[src/rtl/aes256_pkg.sv]
// Shared constants and state encoding for the AES-256 byte-serial blocks.
package aes256_pkg;

    localparam int BLOCK_BYTES = 16;
    localparam int BYTE_W      = 8;
    localparam int BLOCK_W     = 128;

    typedef enum logic [2:0] {
        ST_IDLE    = 3'd0,
        ST_REQ     = 3'd1,
        ST_WAIT    = 3'd2,
        ST_COLLECT = 3'd3,
        ST_FULL    = 3'd4
    } collector_state_t;

endpackage

[src/rtl/aes256_timeout_cnt.sv]
// Idle-cycle counter: counts enabled cycles, flags the cycle that would reach LIMIT.
module aes256_timeout_cnt #(
    parameter int LIMIT = 100
) (
    input  logic clk,
    input  logic rst_n,
    input  logic clr_i,
    input  logic en_i,
    output logic expired_o
);

    localparam int W = $clog2(LIMIT + 1);

    logic [W-1:0] cnt_q;
    logic [W-1:0] cnt_d;

    // Expiry is reported on the enabled cycle that takes the count to LIMIT.
    assign expired_o = en_i && (cnt_q == W'(LIMIT - 1));

    always_comb begin
        cnt_d = cnt_q;
        if (clr_i) begin
            cnt_d = '0;
        end else if (en_i) begin
            cnt_d = cnt_q + 1'b1;
        end
    end

    always_ff @(posedge clk or negedge rst_n) begin
        if (!rst_n) begin
            cnt_q <= '0;
        end else begin
            cnt_q <= cnt_d;
        end
    end

endmodule

[src/rtl/aes256_byte_collector.sv]
// Requests a block from the byte serializer, gathers 16 bytes MSB-first and
// offers the 128-bit result on a valid/ready handshake.
//
//   state      | meaning
//   -----------+-----------------------------------------------
//   ST_IDLE    | waiting for enable
//   ST_REQ     | one-cycle request pulse, counters cleared
//   ST_WAIT    | waiting for the first byte
//   ST_COLLECT | gathering bytes 1..15
//   ST_FULL    | block presented until the consumer takes it
module aes256_byte_collector
    import aes256_pkg::*;
#(
    parameter int TIMEOUT_CLOCKS = 100
) (
    input  logic               clk,
    input  logic               rst_n,
    input  logic               pi_enable,
    output logic               po_next_val_req,
    input  logic               pi_next_val_ready,
    input  logic [BYTE_W-1:0]  pi_data,
    output logic               po_block_valid,
    input  logic               pi_block_ready,
    output logic [BLOCK_W-1:0] po_block,
    output logic               po_busy,
    output logic               po_error
);

    collector_state_t   state_q, state_d;
    logic [3:0]         count_q, count_d;
    logic [BLOCK_W-1:0] block_q, block_d;
    logic               req_q, req_d;
    logic               valid_q, valid_d;
    logic               busy_q, busy_d;
    logic               error_q, error_d;

    logic active;
    logic timeout;
    logic tmo_en;
    logic tmo_clr;

    assign active  = (state_q == ST_WAIT) || (state_q == ST_COLLECT);
    assign tmo_en  = active && !pi_next_val_ready;
    assign tmo_clr = !active || pi_next_val_ready || timeout;

    aes256_timeout_cnt #(
        .LIMIT (TIMEOUT_CLOCKS)
    ) u_timeout (
        .clk       (clk),
        .rst_n     (rst_n),
        .clr_i     (tmo_clr),
        .en_i      (tmo_en),
        .expired_o (timeout)
    );

    always_comb begin
        state_d = state_q;
        count_d = count_q;
        block_d = block_q;
        error_d = 1'b0;
        case (state_q)
            ST_IDLE: begin
                if (pi_enable) state_d = ST_REQ;
            end
            ST_REQ: begin
                count_d = '0;
                state_d = ST_WAIT;
            end
            ST_WAIT: begin
                if (pi_next_val_ready) begin
                    block_d = {block_q[BLOCK_W-BYTE_W-1:0], pi_data};
                    count_d = 4'd1;
                    state_d = ST_COLLECT;
                end else if (timeout) begin
                    error_d = 1'b1;
                    state_d = ST_IDLE;
                end
            end
            ST_COLLECT: begin
                // Shifting MSB-first leaves byte k at [127-8k -: 8] once all 16 are in.
                if (pi_next_val_ready) begin
                    block_d = {block_q[BLOCK_W-BYTE_W-1:0], pi_data};
                    count_d = count_q + 4'd1;
                    if (count_q == 4'(BLOCK_BYTES - 1)) state_d = ST_FULL;
                end else if (timeout) begin
                    error_d = 1'b1;
                    state_d = ST_IDLE;
                end
            end
            ST_FULL: begin
                if (pi_next_val_ready) error_d = 1'b1;
                if (valid_q && pi_block_ready) state_d = ST_IDLE;
            end
            default: state_d = ST_IDLE;
        endcase

        req_d   = (state_d == ST_REQ);
        valid_d = (state_d == ST_FULL);
        busy_d  = (state_d == ST_REQ) || (state_d == ST_WAIT) || (state_d == ST_COLLECT);
    end

    always_ff @(posedge clk or negedge rst_n) begin
        if (!rst_n) begin
            state_q <= ST_IDLE;
            count_q <= '0;
            block_q <= '0;
            req_q   <= 1'b0;
            valid_q <= 1'b0;
            busy_q  <= 1'b0;
            error_q <= 1'b0;
        end else begin
            state_q <= state_d;
            count_q <= count_d;
            block_q <= block_d;
            req_q   <= req_d;
            valid_q <= valid_d;
            busy_q  <= busy_d;
            error_q <= error_d;
        end
    end

    assign po_next_val_req = req_q;
    assign po_block_valid  = valid_q;
    assign po_block        = block_q;
    assign po_busy         = busy_q;
    assign po_error        = error_q;

endmodule
[config.mk]
export PLATFORM = sky130hd
export DESIGN_NAME = aes256_byte_collector
export DESIGN_NICKNAME = d
export VERILOG_FILES = /design/src/rtl/aes256_pkg.sv /design/src/rtl/aes256_timeout_cnt.sv /design/src/rtl/aes256_byte_collector.sv
export SDC_FILE = /design/constraint.sdc
export NUM_CORES = 1
export LEC_CHECK = 0
export ABC_AREA = 1
export CAP_MARGIN = 25
export CORE_MARGIN = 10
export CORE_UTILIZATION = 60
export CTS_CLUSTER_SIZE = 8
export DETAILED_ROUTE_END_ITERATION = 12
export DONT_BUFFER_PORTS = 1
export PLACE_DENSITY = 0.76
export REMOVE_ABC_BUFFERS = 1
export SYNTH_ARGS = -nofsm -noshare
export SYNTH_HDL_FRONTEND = slang
export SYNTH_SLANG_ARGS = --single-unit
[constraint.sdc]
create_clock -name clk -period 1.6 [get_ports clk]
set_input_delay 0.24 -clock clk [delete_from_list [all_inputs] [get_ports clk]]
set_output_delay 0.24 -clock clk [all_outputs]
set_load 0.03 [all_outputs]
==> results.tsv, run 1 <==
metric	value	unit
Post-synth EDFFs	0	
Port Buf Inserts	0	
GR Util met1	17.9	%
vias in the first global route	3301	
x dimension of the die	120	um
failing checks	hold timing	
drt total wl	11500	um
Seq/Total Area, Yosys	61.2	%
relative slew slack	65.9	%
GR peak layer	met2	
wire per inst	20.3	um
Placer Congestion	0.822	
Setup CP Type	reg -> reg	
Synth Register Bits	146	
fin. max-slew vios	0	
Num CTS Buffers	17	
synthesis warning total	0	
Hold Path Class	in -> async	
ANT nets after route	0	
Fin. Hold Viols	146	
total iterations of the first detailed-routing run	4	
max cap viols	0	
setup repair bufs after CTS	0	
most instantiated cells after synthesis	dfrtp_1, mux2_4, nand2_1, nor2_1, inv_1	
gr ovfl total	0	
critical path required time	2000	ps
largest net degree at the start of global routing	147	
Post-CTS Resized	0	
# H-tree levels	4	
Mapped Cells	400	
Main synth FF type	dfrtp_1	
initial DRC count	283	
crit share post-route	92.9	%
Synth area leader	dfrtp_1	
Placeable Area	0.00973	sq mm
measured slew at the worst slew-check pin	508	ps
Die Height	120	um
DRC Markers	0	
cell depth of the worst flop-to-flop path	4	
mapped cell area	0.00597	sq mm
cell row count	36	
fraction of layout cells with a size suffix above 1	34.5	%
Setup crit end kind	flip-flop	
Async SR Flop Fraction	100	%
Period minus WS final	1490	ps
Finished Core Util	70.7	%
clk root buf	clkbuf_8	
largest fanout on the critical path	15	
met2 usage	26.2	%
Post-CTS Hold Buffers	11	
Arrival @ worst endpoint	1890	ps
CTS clock-pin slew for the worst setup and hold paths	60	ps
vias post-DR	3097	
Nets	434	
synthesized area per cell	14.9	sq um
CTS tree	built	
skew final	5.26	ps
HPWL reported at the end of detailed placement	7750	um
Netlist cell types	20	
status	complete, but fails checks	
initial antenna violation count	0	
CP Launch Type	flip-flop	
Synth area leaders	dfrtp_1, mux2_4, mux2_2	
Die ar.	0.0143	sq mm
M3 GR Usage	9.33	%
post-DR vias/cell	5.48	
most common cell in the netlist	dfrtp_1	
Ports	145	
RSZ-0062 raised after global routing	false	
Final Setup Violations	0	
first-pass GRT wire length	18800	um
area share of the largest cell type after synthesis	61.2	%
Max clock buf depth	2	
worst skew pair latency	520	ps
Area Overhead vs Synth	15.2	%
upper clock frequency limit	673	MHz
global-route usage over all layers	16.5	%
Starting Density	61.4	%
Fin Hold WS	-582	ps
CTS sink count	146	
diodes inserted	0	
[kinds of logic (layout without fill, tap and decap cells)]
group                      after synthesis  in the layout  share of synthesized area [%]
adders and majority gates                2              2                          0.419
and+or+nand+nor                         72             72                           5.13
AOI/OAI and AO/OA                       30             30                           2.56
xor gates and xnor gates                 1              1                          0.147
muxes                                  110            110                           26.6
DFF                                    146            146                           61.2
buffers and inverters                   39             71                           3.94
[worst paths after layout]
kind,slack (ps),end,startpoint
worst max register to register,110,po_block[17],state_q[2]
max in group asynchronous,1980,po_block[100],rst_n
min in group clk,60,count_q[1],pi_next_val_ready
worst max-delay path,110,po_block[17],state_q[2]
worst min register to register,470,u_timeout.cnt_q[0],u_timeout.cnt_q[0]
worst min-delay path,-580,po_block[6],rst_n
[flip-flops by register name (all words and copies together), names as in the netlist]
register	cells
po_next_val_req	1
state_q	3
po_busy	1
po_block	128
u_timeout.cnt_q	7
po_block_valid	1
po_error	1
count_q	4
[per-stage QoR]
stage	std cells	TNS, ps	instance area, sq um	setup slack [ps]
floorplan	384	-222330	5820	-1890
global placement	522	0	6090	183
CTS	565	0	6880	115
global route	565	0	6880	65.5
detailed placement	522	0	6090	140
finish	565	0	6880	114
[layout by cell type (no fill, tap or decap), drive strengths merged, types with 4 or more instances in the layout]
master,instances
a21oi,15
buf,5
bufinv,7
clkbuf,21
clkinv,4
dfrtp,146
dlygate4sd3,11
inv,23
mux2,110
nand2,32
nand3,11
nor2,26
o21ai,14
[layer usage]
layer	part of all wire (%)	wire, um	vias up
met4	1.2	132	0
met2	50	5700	114
met1	37	4220	1571
met3	12	1400	12
met5	0	0	-
li1	-	-	1400
[worst max-delay path, cell delays in order, from the launching register on]
cell and delay (ps):
dfrtp_1 460, nor2_4 230, nand2_8 110, buf_4 240
mux2_4 320
[layout make-up]
class                      count  area [sq um]
inverter                      23          86.3
fill                         648          2850
clock inverter                11           230
sequential                   146          3650
timing repair buffer          16           198
clock buffer                  21           449
multi-input combinational    215          2100
tap                          133           166
Power of run 1 is left out: the tool's default activity adds up to more than one toggle a clock period on the data nets, which glitch-free logic cannot reach.
==> inputs of run 2 (changes only) <==
--- a/config.mk
+++ b/config.mk
@@ -8,11 +8,10 @@
 export ABC_AREA = 1
 export CAP_MARGIN = 25
 export CORE_MARGIN = 10
-export CORE_UTILIZATION = 60
+export CORE_UTILIZATION = 50
 export CTS_CLUSTER_SIZE = 8
 export DETAILED_ROUTE_END_ITERATION = 12
 export DONT_BUFFER_PORTS = 1
-export PLACE_DENSITY = 0.76
 export REMOVE_ABC_BUFFERS = 1
 export SYNTH_ARGS = -nofsm -noshare
 export SYNTH_HDL_FRONTEND = slang
==> results.tsv, run 2 (synthesis results as in run 1) <==
metric	value	unit
status	complete, but fails checks	
failing checks	hold timing	
wire per inst	19.5	um
Fin. Hold Viols	146	
dpl cells	535	
vias in the first global route	3147	
fraction of layout cells with a size suffix above 1	34.9	%
relative slew slack	69.0	%
initial DRC count	232	
largest fanout on the critical path	31	
Max clock buf depth	2	
Ports	145	
diodes inserted	0	
CTS sink count	146	
CTS tree	built	
measured slew at the worst slew-check pin	462	ps
ANT nets after route	0	
Arrival @ worst endpoint	1780	ps
setup TNS	0	ps
fin. max-slew vios	0	
DP Area	0.00615	sq mm
Area Overhead vs Synth	14.1	%
Placer Congestion	0.860	
Fin Hold WS	-475	ps
post-DR vias/cell	5.28	
CTS clock-pin slew for the worst setup and hold paths	60	ps
drt total wl	11200	um
Num CTS Buffers	17	
total iterations of the first detailed-routing run	4	
CP Launch Type	flip-flop	
Starting Density	51.6	%
max cap viols	0	
critical path required time	1890	ps
clk root buf	clkbuf_16	
global-route usage over all layers	13.8	%
RSZ-0062 raised after global routing	false	
Design Area, Final	0.00682	sq mm
Setup crit end kind	flip-flop	
initial antenna violation count	0	
vias post-DR	3044	
largest net degree at the start of global routing	147	
upper clock frequency limit	673	MHz
x dimension of the die	129	um
# H-tree levels	4	
Finished Layout Cells	576	
setup repair bufs after CTS	0	
Post-CTS Resized	0	
Hold Path Class	in -> async	
cell row count	39	
commonest non-fill, non-tap cell in the layout	dfrtp_1	
Final Setup Violations	0	
Largest register FFs	128	
Setup CP Type	reg -> reg	
DRC Markers	0	
Finished Core Util	58.9	%
worst skew pair latency	410	ps
Nets	435	
Post-CTS Hold Buffers	9	
Die Height	129	um
crit share post-route	92.9	%
Placeable Area	0.0116	sq mm
first-pass GRT wire length	17900	um
Die ar.	0.0167	sq mm
Period minus WS final	1490	ps
most frequent cells in the layout	dfrtp_1, mux2_4, nand2_1	
skew final	6.30	ps
Port Buf Inserts	0	
gr ovfl total	0	
HPWL reported at the end of detailed placement	7810	um
## run 2: cell count changes in the layout (fill, tap and decap cells not counted), sizes merged
cell | before | now
bufinv | 7 | 2
buf | 5 | 8
clkinv | 4 | 6
clkinvlp | 0 | 2
dlygate4sd3 | 11 | 9
clkbuf | 21 | 22
## run 2: worst max-delay path, stage by stage, from the launching register on
cell     delay (ps)
dfrtp_1         390
inv_2            80
nor2_4          180
nand2_8         170
buf_12          220
mux2_4          300
## run 2: worst paths after layout
path                                          from                 end  slack [ps]  cells past startpoint
worst max-delay path                    state_q[1]       po_block[115]         110                      5
worst min-delay path                         rst_n       po_block[105]        -470                      0
worst max register to register          state_q[1]       po_block[115]         110                      5
worst min register to register  u_timeout.cnt_q[0]  u_timeout.cnt_q[0]         460                      1
max in group asynchronous                    rst_n        po_block[42]        1940                      0
min in group clk                 pi_next_val_ready            po_error          20                      2
## run 2: routing by layer
layer	vias to the layer above	part of all wire, %	global-route usage (%)
li1	1397	-	-
met1	1523	40	15.8
met2	111	47	20.9
met3	13	12	7.63
met4	0	1.2	6.22
met5	-	0	0
## run 2: stage by stage
step	worst slack [ps]	hold WS, ps
2_1_floorplan	-1890	-55.6
3_3_place_gp	188	-51.2
3_5_place_dp	133	-51.0
4_1_cts	126	-494
5_1_grt	62.3	-503
6_report	114	-475
## run 2: final cells by class
class                      count  area (sq um)
clock inverter                10           109
fill                         905          4750
clock buffer                  22           464
timing repair buffer          17           225
multi-input combinational    215          2100
inverter                      23          86.3
tap                          143           179
sequential                   146          3650
Power of run 2 is left out for the same reason.
